`src/rtl/citadel_cmd_arb.sv`:
```
// Two-requester round-robin arbiter in front of one citadel_fpu command port.
// Granted commands go through a one-entry output stage; responses return to their issuer via a tag FIFO.
module citadel_cmd_arb #(
    parameter int CMD_WIDTH     = 256,
    parameter int RESP_WIDTH    = 32,
    parameter int TAG_DEPTH_POW = 3
) (
    input  logic                     clk_i,
    input  logic                     rst_i,
    input  logic                     m0_req_i,
    input  logic [CMD_WIDTH-1:0]     m0_cmd_bi,
    input  logic                     m0_resp_exp_i,
    output logic                     m0_ack_o,
    output logic                     m0_resp_req_o,
    output logic [RESP_WIDTH-1:0]    m0_resp_data_bo,
    input  logic                     m0_resp_ack_i,
    input  logic                     m1_req_i,
    input  logic [CMD_WIDTH-1:0]     m1_cmd_bi,
    input  logic                     m1_resp_exp_i,
    output logic                     m1_ack_o,
    output logic                     m1_resp_req_o,
    output logic [RESP_WIDTH-1:0]    m1_resp_data_bo,
    input  logic                     m1_resp_ack_i,
    output logic                     fpu_req_o,
    output logic [CMD_WIDTH-1:0]     fpu_cmd_bo,
    input  logic                     fpu_ack_i,
    input  logic                     fpu_resp_req_i,
    input  logic [RESP_WIDTH-1:0]    fpu_resp_data_bi,
    output logic                     fpu_resp_ack_o,
    output logic [TAG_DEPTH_POW:0]   outstanding_bo,
    output logic                     err_orphan_o
);

    localparam int DEPTH = 1 << TAG_DEPTH_POW;
    localparam int PW    = TAG_DEPTH_POW + 1;
    localparam logic [PW:0] DEPTH_L = (PW+1)'(DEPTH);

    logic                   ostg_vld_q, ostg_vld_d;
    logic [CMD_WIDTH-1:0]   ostg_cmd_q, ostg_cmd_d;
    logic                   ostg_exp_q, ostg_exp_d;
    logic                   ostg_id_q,  ostg_id_d;
    logic                   prio_q,     prio_d;
    logic [DEPTH-1:0]       tag_q,      tag_d;
    logic [PW-1:0]          wr_ptr_q,   wr_ptr_d;
    logic [PW-1:0]          rd_ptr_q,   rd_ptr_d;
    logic [PW-1:0]          occ_q,      occ_d;
    logic                   err_q,      err_d;

    logic                   push_s, pop_s, free_s, room_s, empty_s, head_s;
    logic                   elig0_s, elig1_s, gnt0_s, gnt1_s;
    logic [PW:0]            occ_plus_s;

    // Arbitration, output stage, tag FIFO and response routing.
    always_comb begin
        ostg_vld_d      = ostg_vld_q;
        ostg_cmd_d      = ostg_cmd_q;
        ostg_exp_d      = ostg_exp_q;
        ostg_id_d       = ostg_id_q;
        prio_d          = prio_q;
        tag_d           = tag_q;
        wr_ptr_d        = wr_ptr_q;
        rd_ptr_d        = rd_ptr_q;
        err_d           = err_q;
        gnt0_s          = 1'b0;
        gnt1_s          = 1'b0;
        pop_s           = 1'b0;
        m0_resp_req_o   = 1'b0;
        m1_resp_req_o   = 1'b0;
        m0_resp_data_bo = '0;
        m1_resp_data_bo = '0;
        fpu_resp_ack_o  = 1'b0;

        push_s  = ostg_vld_q && ostg_exp_q && fpu_ack_i;
        free_s  = !ostg_vld_q || fpu_ack_i;
        empty_s = (occ_q == '0);
        head_s  = tag_q[rd_ptr_q[TAG_DEPTH_POW-1:0]];

        // Room check uses pre-pop occupancy plus the tag leaving the output stage now.
        occ_plus_s = {1'b0, occ_q} + {{PW{1'b0}}, push_s};
        room_s     = (occ_plus_s < DEPTH_L);
        elig0_s    = m0_req_i && (!m0_resp_exp_i || room_s);
        elig1_s    = m1_req_i && (!m1_resp_exp_i || room_s);

        if (free_s && !rst_i) begin
            if (!prio_q) begin
                gnt0_s = elig0_s;
                gnt1_s = !elig0_s && elig1_s;
            end else begin
                gnt1_s = elig1_s;
                gnt0_s = !elig1_s && elig0_s;
            end
        end else begin
            gnt0_s = 1'b0;
            gnt1_s = 1'b0;
        end

        if (gnt0_s || gnt1_s) begin
            ostg_vld_d = 1'b1;
            ostg_cmd_d = gnt1_s ? m1_cmd_bi : m0_cmd_bi;
            ostg_exp_d = gnt1_s ? m1_resp_exp_i : m0_resp_exp_i;
            ostg_id_d  = gnt1_s;
            prio_d     = gnt0_s;
        end else if (free_s) begin
            ostg_vld_d = 1'b0;
            ostg_cmd_d = '0;
            ostg_exp_d = 1'b0;
            ostg_id_d  = 1'b0;
        end else begin
            ostg_vld_d = ostg_vld_q;
        end

        if (empty_s) begin
            fpu_resp_ack_o = fpu_resp_req_i;
            err_d          = err_q || fpu_resp_req_i;
        end else if (head_s) begin
            m1_resp_req_o   = fpu_resp_req_i;
            m1_resp_data_bo = fpu_resp_data_bi;
            fpu_resp_ack_o  = m1_resp_ack_i;
            pop_s           = fpu_resp_req_i && m1_resp_ack_i;
        end else begin
            m0_resp_req_o   = fpu_resp_req_i;
            m0_resp_data_bo = fpu_resp_data_bi;
            fpu_resp_ack_o  = m0_resp_ack_i;
            pop_s           = fpu_resp_req_i && m0_resp_ack_i;
        end

        if (push_s) begin
            tag_d[wr_ptr_q[TAG_DEPTH_POW-1:0]] = ostg_id_q;
            wr_ptr_d = wr_ptr_q + {{(PW-1){1'b0}}, 1'b1};
        end else begin
            wr_ptr_d = wr_ptr_q;
        end

        if (pop_s) begin
            rd_ptr_d = rd_ptr_q + {{(PW-1){1'b0}}, 1'b1};
        end else begin
            rd_ptr_d = rd_ptr_q;
        end

        occ_d = wr_ptr_d - rd_ptr_d;
    end

    assign m0_ack_o       = gnt0_s;
    assign m1_ack_o       = gnt1_s;
    assign fpu_req_o      = ostg_vld_q;
    assign fpu_cmd_bo     = ostg_cmd_q;
    assign outstanding_bo = occ_q;
    assign err_orphan_o   = err_q;

    // State registers with synchronous reset.
    always_ff @(posedge clk_i) begin
        if (rst_i) begin
            ostg_vld_q <= 1'b0;
            ostg_cmd_q <= '0;
            ostg_exp_q <= 1'b0;
            ostg_id_q  <= 1'b0;
            prio_q     <= 1'b0;
            tag_q      <= '0;
            wr_ptr_q   <= '0;
            rd_ptr_q   <= '0;
            occ_q      <= '0;
            err_q      <= 1'b0;
        end else begin
            ostg_vld_q <= ostg_vld_d;
            ostg_cmd_q <= ostg_cmd_d;
            ostg_exp_q <= ostg_exp_d;
            ostg_id_q  <= ostg_id_d;
            prio_q     <= prio_d;
            tag_q      <= tag_d;
            wr_ptr_q   <= wr_ptr_d;
            rd_ptr_q   <= rd_ptr_d;
            occ_q      <= occ_d;
            err_q      <= err_d;
        end
    end

endmodule

```
`config.mk`:
```
export PLATFORM = sky130hd
export DESIGN_NAME = citadel_cmd_arb
export DESIGN_NICKNAME = d
export VERILOG_FILES = /design/src/rtl/citadel_cmd_arb.sv
export SDC_FILE = /design/constraint.sdc
export NUM_CORES = 1
export LEC_CHECK = 0
export CAP_MARGIN = 10
export CORE_AREA = 2 2 347 349
export DETAILED_ROUTE_END_ITERATION = 8
export DIE_AREA = 0 0 349 351
export PLACE_DENSITY = 0.3
export SLEW_MARGIN = 20
export SYNTH_ARGS = -nofsm -noshare
export SYNTH_HDL_FRONTEND = slang
export SYNTH_SLANG_ARGS = --single-unit
```
`constraint.sdc`:
```
create_clock -name clk_i -period 7.2 [get_ports clk_i]
set_clock_uncertainty 0.05 [all_clocks]
set_input_delay 1.44 -clock clk_i [delete_from_list [all_inputs] [get_ports clk_i]]
set_output_delay 1.44 -clock clk_i [all_outputs]
set_load 0.01 [all_outputs]
```
# Word-level counts from Yosys, hierarchy flattened
# Index checks and enable logic that the tools add are counted.
[word_totals]
input_bits = 554
n_memories = 0
mem_bits_ro = 0
wordCells = 72
latchBits = 0
out_inout_bits = 331
regBits = 281
mem_bits_rw = 0
[classes]
div = 0
n_mul = 0
n_bitwise = 0
n_eq_ne = 0
magnitude_cmp = 4
add_sub_neg = 4
muxes = 31
n_reduce_logical = 23
shifts = 0
[op_table]
columns = ["op", "count"]
rows = [
  ["256-bit 2-to-1 mux", 3],
  ["32-bit 2-to-1 mux", 4],
  ["1-bit 2-to-1 mux", 19],
  ["1-bit logical AND", 10],
  ["4-bit by 1-bit adder with 4-bit output, second input constant", 2],
  ["8-bit bitwise mux", 1],
  ["3-bit by 4-bit less-than comparator with 1-bit output, second input constant", 2],
  ["4-bit 2-to-1 mux", 2],
  ["1-bit zero test", 6],
  ["4-bit by 1-bit adder with 5-bit output", 1],
  ["1-bit logical OR", 5],
  ["5-bit by 4-bit less-than comparator with 1-bit output, second input constant", 1],
  ["4-bit zero test", 1],
  ["4-bit subtractor", 1],
  ["1-bit binary-select mux with 3-bit select", 1],
  ["1-bit demux with 3-bit select", 1],
  ["3-bit by 1-bit greater-or-equal comparator with 1-bit output, second input constant", 1],
  ["2-bit nonzero test", 1],
]

# Logic depth before layout (Yosys ltp)
[depth]
word_depth = 12
depth_mapped = 11
depth_no_buf = 11

# Worst setup path after synthesis
# OpenSTA, ideal clock, no wires.
[synth_path]
path_kind = "input to output"
from = "input fpu_ack_i"
to = "output m0_ack_o"
required_time_ns = 5.710
arrival_ns = 2.595
cell_stages = 3
setup_slack_ns = 3.115
n_path_buf = 0
path_cell_list = "nand3_1 > o211a_1 > a2111oi_0"
[synth_via]
elab_chain_cells = 9
elab_cells_between_ends = 13
cone_classes = "add/sub: 1; order compare: 1; mux: 2; reduce/logical: 9"
[synth_lines]
columns = ["element", "line_no", "rtl"]
rows = [
  ["start: declaration", "26", "input logic fpu_ack_i,"],
  ["1-bit logical AND", "73", "push_s = ostg_vld_q && ostg_exp_q && fpu_ack_i;"],
  ["4-bit by 1-bit adder with 5-bit output", "79", "occ_plus_s = {1'b0, occ_q} + {{PW{1'b0}}, push_s};"],
  ["5-bit by 4-bit less-than comparator with 1-bit output", "80", "room_s = (occ_plus_s < DEPTH_L);"],
  ["1-bit logical OR", "82", "elig1_s = m1_req_i && (!m1_resp_exp_i || room_s);"],
  ["1-bit logical AND", "82", ""],
  ["1-bit zero test", "90", "gnt0_s = !elig1_s && elig0_s;"],
  ["1-bit logical AND", "90", ""],
  ["1-bit 2-to-1 mux", "85", "if (!prio_q) begin"],
  ["1-bit 2-to-1 mux (*)", "84", "if (free_s && !rst_i) begin"],
  ["end: declaration", "13", "output logic m0_ack_o,"],
]
# Every way passes the cells marked *; elsewhere a longest branch is shown, timed or not.

# Worst setup path after layout
# Same ends and word-level chain as after synthesis.

==> metrics.md <==
| Metric | Value |
|---|---|
| Commonest non-fill, non-tap cell in the layout | `clkdlybuf4s50_1` |
| Core area | `0.119 mm2` |
| Die Area | `about 0.12 mm2` |
| Dpl cells | `about 3700` |
| Commonest cells after routing, fill and taps aside | `884 x clkdlybuf4s50_1, 301 x nand2_1, 281 x dfxtp_1` |
| Worst path required time | `~5700 ps` |
| CTS Buf Count | `43` |
| Area after DPL | `0.0227 mm2` |
| Post-synth cell types | `40` |
| Fmax | `about 180 MHz` |
| PD cells | `approximately 210 mW/mm2` |
| Die X | `~350 um` |
| Overflow after GRT | `0` |
| Outcome | `finished clean` |
| Period utilization | `roughly three quarters` |
| Worst Setup End Kind | `primary output` |
| Final hold slack | `393 ps` |
| Critical path class | `input pin to primary output` |
| Routed via count | `about 13000` |
| First-pass GRT wire length | `roughly 110000 um` |
| Post-Syn Nets | `between 1500 and 2000` |
| Largest net degree at the start of global routing | `between 100 and 150` |
| Clock tree buffer depth | `3` |
| Nets | `around 2800` |
| Critical R2R Launch | `rd_ptr_q[0]` |
| Cells after synthesis | `roughly 1400` |
| CTS tree | `built` |
| Layout cells sized above 1 | `around 3.5%` |
| Hold buffer count at CTS | `0` |
| Final-report setup violation count | `0` |
| Startpoint types | `input pin` |
| Sinks on Clock Net | `281` |
| DR WL/cell | `a little over 20 um` |
| Post-DP HPWL | `just over 60000 um` |
| Fin. Hold Viols | `0` |
| Initial drt markers | `about 480` |
| Layout Cells excl Fill | `between 3000 and 4000` |
| Clock Pin Slew Worst Setup and Hold Paths | `roughly 50 ps` |
| Mapped Avg Cell Area | `roughly 9 um2` |
| Worst slew margin | `between 10 and 15%` |
| Clock latency on the worst-skew pair | `580 ps` |
| Worst Hold Class | `flip-flop to flip-flop` |
| Ys Warns | `0` |
| Minimum clock period | `between 5000 and 6000 ps` |
| FF-to-FF setup slack | `2630 ps` |
| Slew @ Worst Pin | `1280 ps` |
| Max cap viols | `0` |
| R2R cell count | `12` |
| Post-Syn Area | `around 0.012 mm2` |
| Core Util, Final | `20.3%` |
| RSZ-0062 raised after global routing | `no` |
| Vias per cell | `approximately 3.5` |
| Leak pwr | `9.78 nW` |
| Chip Height | `roughly 350 um` |
| Finished layout cell area | `about 0.024 mm2` |
| Root Buffer | `clkbuf_16` |
| GPL Wtd Cong | `around 0.8` |
| Initial Utilization | `10.3%` |
| I/O pin total | `about 890` |
| H-tree Lvls | `2` |
| Sequential element share of the synthesized area | `about 46%` |
| WL final | `roughly 79000 um` |
| CP arrival | `between 4000 and 5000 ps` |
| # DRC | `0` |
| Setup repair bufs after CTS | `0` |
| Yosys reg bits | `281` |
| R2R Path End | `outstanding_bo[3]` |
| Drt pass-1 iters | `5` |
| Cts repair resizes | `0` |
| WHS Endpoint | `fpu_cmd_bo[16]` |
| Initial antenna violation count | `27` |
| Max FO, Critical Path | `6` |
| Peak VDD IR | `roughly 0.13 mV` |
| Tot GR Track Use | `12.1%` |
| Port buffer count | `between 800 and 900` |
| Max Slew Vio Count | `0` |
| Rows | `127` |
| Syn-to-layout area delta | `96.9%` |
| Fin Setup TNS | `0 ps` |
| HP Start | `fpu_cmd_bo[16]` |
| Vias in the first global route | `approximately 14000` |
| Antenna-violating nets left | `0` |
| Worst hold stages | `2` |
[worst max-delay path, cell delays in order]
cell	delay, ps
clkdlybuf4s50_1	580
nand3_1	270
o211a_1	330
a2111oi_0	660
clkdlybuf4s50_1	730
[state kept, by name, indices dropped and copies added, names as in the netlist]
name / flops
fpu_cmd_bo: 256
err_orphan_o: 1
wr_ptr_q: 4
ostg_id_q: 1
fpu_req_o: 1
outstanding_bo: 4
prio_q: 1
rd_ptr_q: 4
ostg_exp_q: 1
tag_q: 8
[through the flow]
stage                     setup slack, ps  power (W)
after detailed placement             1690    0.00312
after floorplan                      3110    0.00224
after CTS                            1690    0.00533
final                                1700    0.00517
after global routing                 1550    0.00546
after global placement               1760    0.00312
[layout make-up]
cell class              instances  area (um2)
inverters                       4        15.0
multi-input cells             996        6140
clock buffers                  71        1300
clock inverters                 7        75.1
well taps                    1548        1940
fillers                     13100       94900
repair buffers                895        9010
flip-flops and latches        281        5630
diodes                          5        12.5
[metal layers]
metal / global-route usage [%] / routed length, um / up-vias
met5: 0 / 82 / -
met4: 3.04 / 1560 / 12
met3: 5.50 / 7710 / 106
met2: 21.3 / 39300 / 532
met1: 13.2 / 30100 / 6221
li1: - / - / 6454
[cells in the mapped netlist (all sizes together)]
cell | n | area share (%)
a31oi | 1 | 0.051
xnor2 | 3 | 0.21
fa | 1 | 0.16
or4 | 2 | 0.12
nand2 | 301 | 9.2
nand3 | 3 | 0.12
a21o | 1 | 0.061
nor2b | 4 | 0.20
a2111oi | 1 | 0.072
a311oi | 1 | 0.072
o21ai | 265 | 11
or2 | 2 | 0.10
a211oi | 2 | 0.12
and3 | 35 | 1.8
o211a | 1 | 0.082
inv | 4 | 0.12
mux2 | 3 | 0.28
nand4 | 9 | 0.46
or3 | 1 | 0.051
xor2 | 3 | 0.21
o211ai | 2 | 0.12
mux4 | 2 | 0.37
clkbuf | 77 | 2.4
mux2i | 265 | 22
nor3 | 2 | 0.082
ha | 5 | 0.51
nand2b | 6 | 0.31
o32ai | 1 | 0.072
dfxtp | 281 | 46
nand3b | 1 | 0.061
buf | 29 | 1.6
nor2 | 58 | 1.8
nor4 | 2 | 0.10
a21oi | 13 | 0.53
[cell families (layout without fill, tap and decap cells)]
group,after synthesis,after routing,share of synthesized area [%]
xor+xnor,6,6,0.429
buf+inv,110,977,4.11
compound gates,288,288,12.0
fa+ha+maj,6,6,0.674
other cells,0,5,0
simple gates,426,426,14.4
flops,281,281,45.9
mux,270,270,22.4
[power breakdown]
group / total (W) / leakage (nW) / switching [W] / internal [W]
sequential: 0.00176 / 2.33 / 0.0000782 / 0.00168
combinational: 0.00131 / 6.78 / 0.000579 / 0.000730
clock: 0.00211 / 0.675 / 0.000843 / 0.00126
[how the worst max path moves through the flow]
stage	startpoint	end	slack [ps]	depth (start not counted)
6_report	fpu_ack_i	m0_ack_o	1700	5
4_1_cts	fpu_ack_i	m0_ack_o	1690	5
5_1_grt	fpu_ack_i	m0_ack_o	1550	5
3_3_place_gp	fpu_ack_i	m0_ack_o	1760	5
3_5_place_dp	fpu_ack_i	m0_ack_o	1690	5
2_1_floorplan	fpu_ack_i	m0_ack_o	3110	3
No activity file was read; power rests on OpenSTA's default activity.
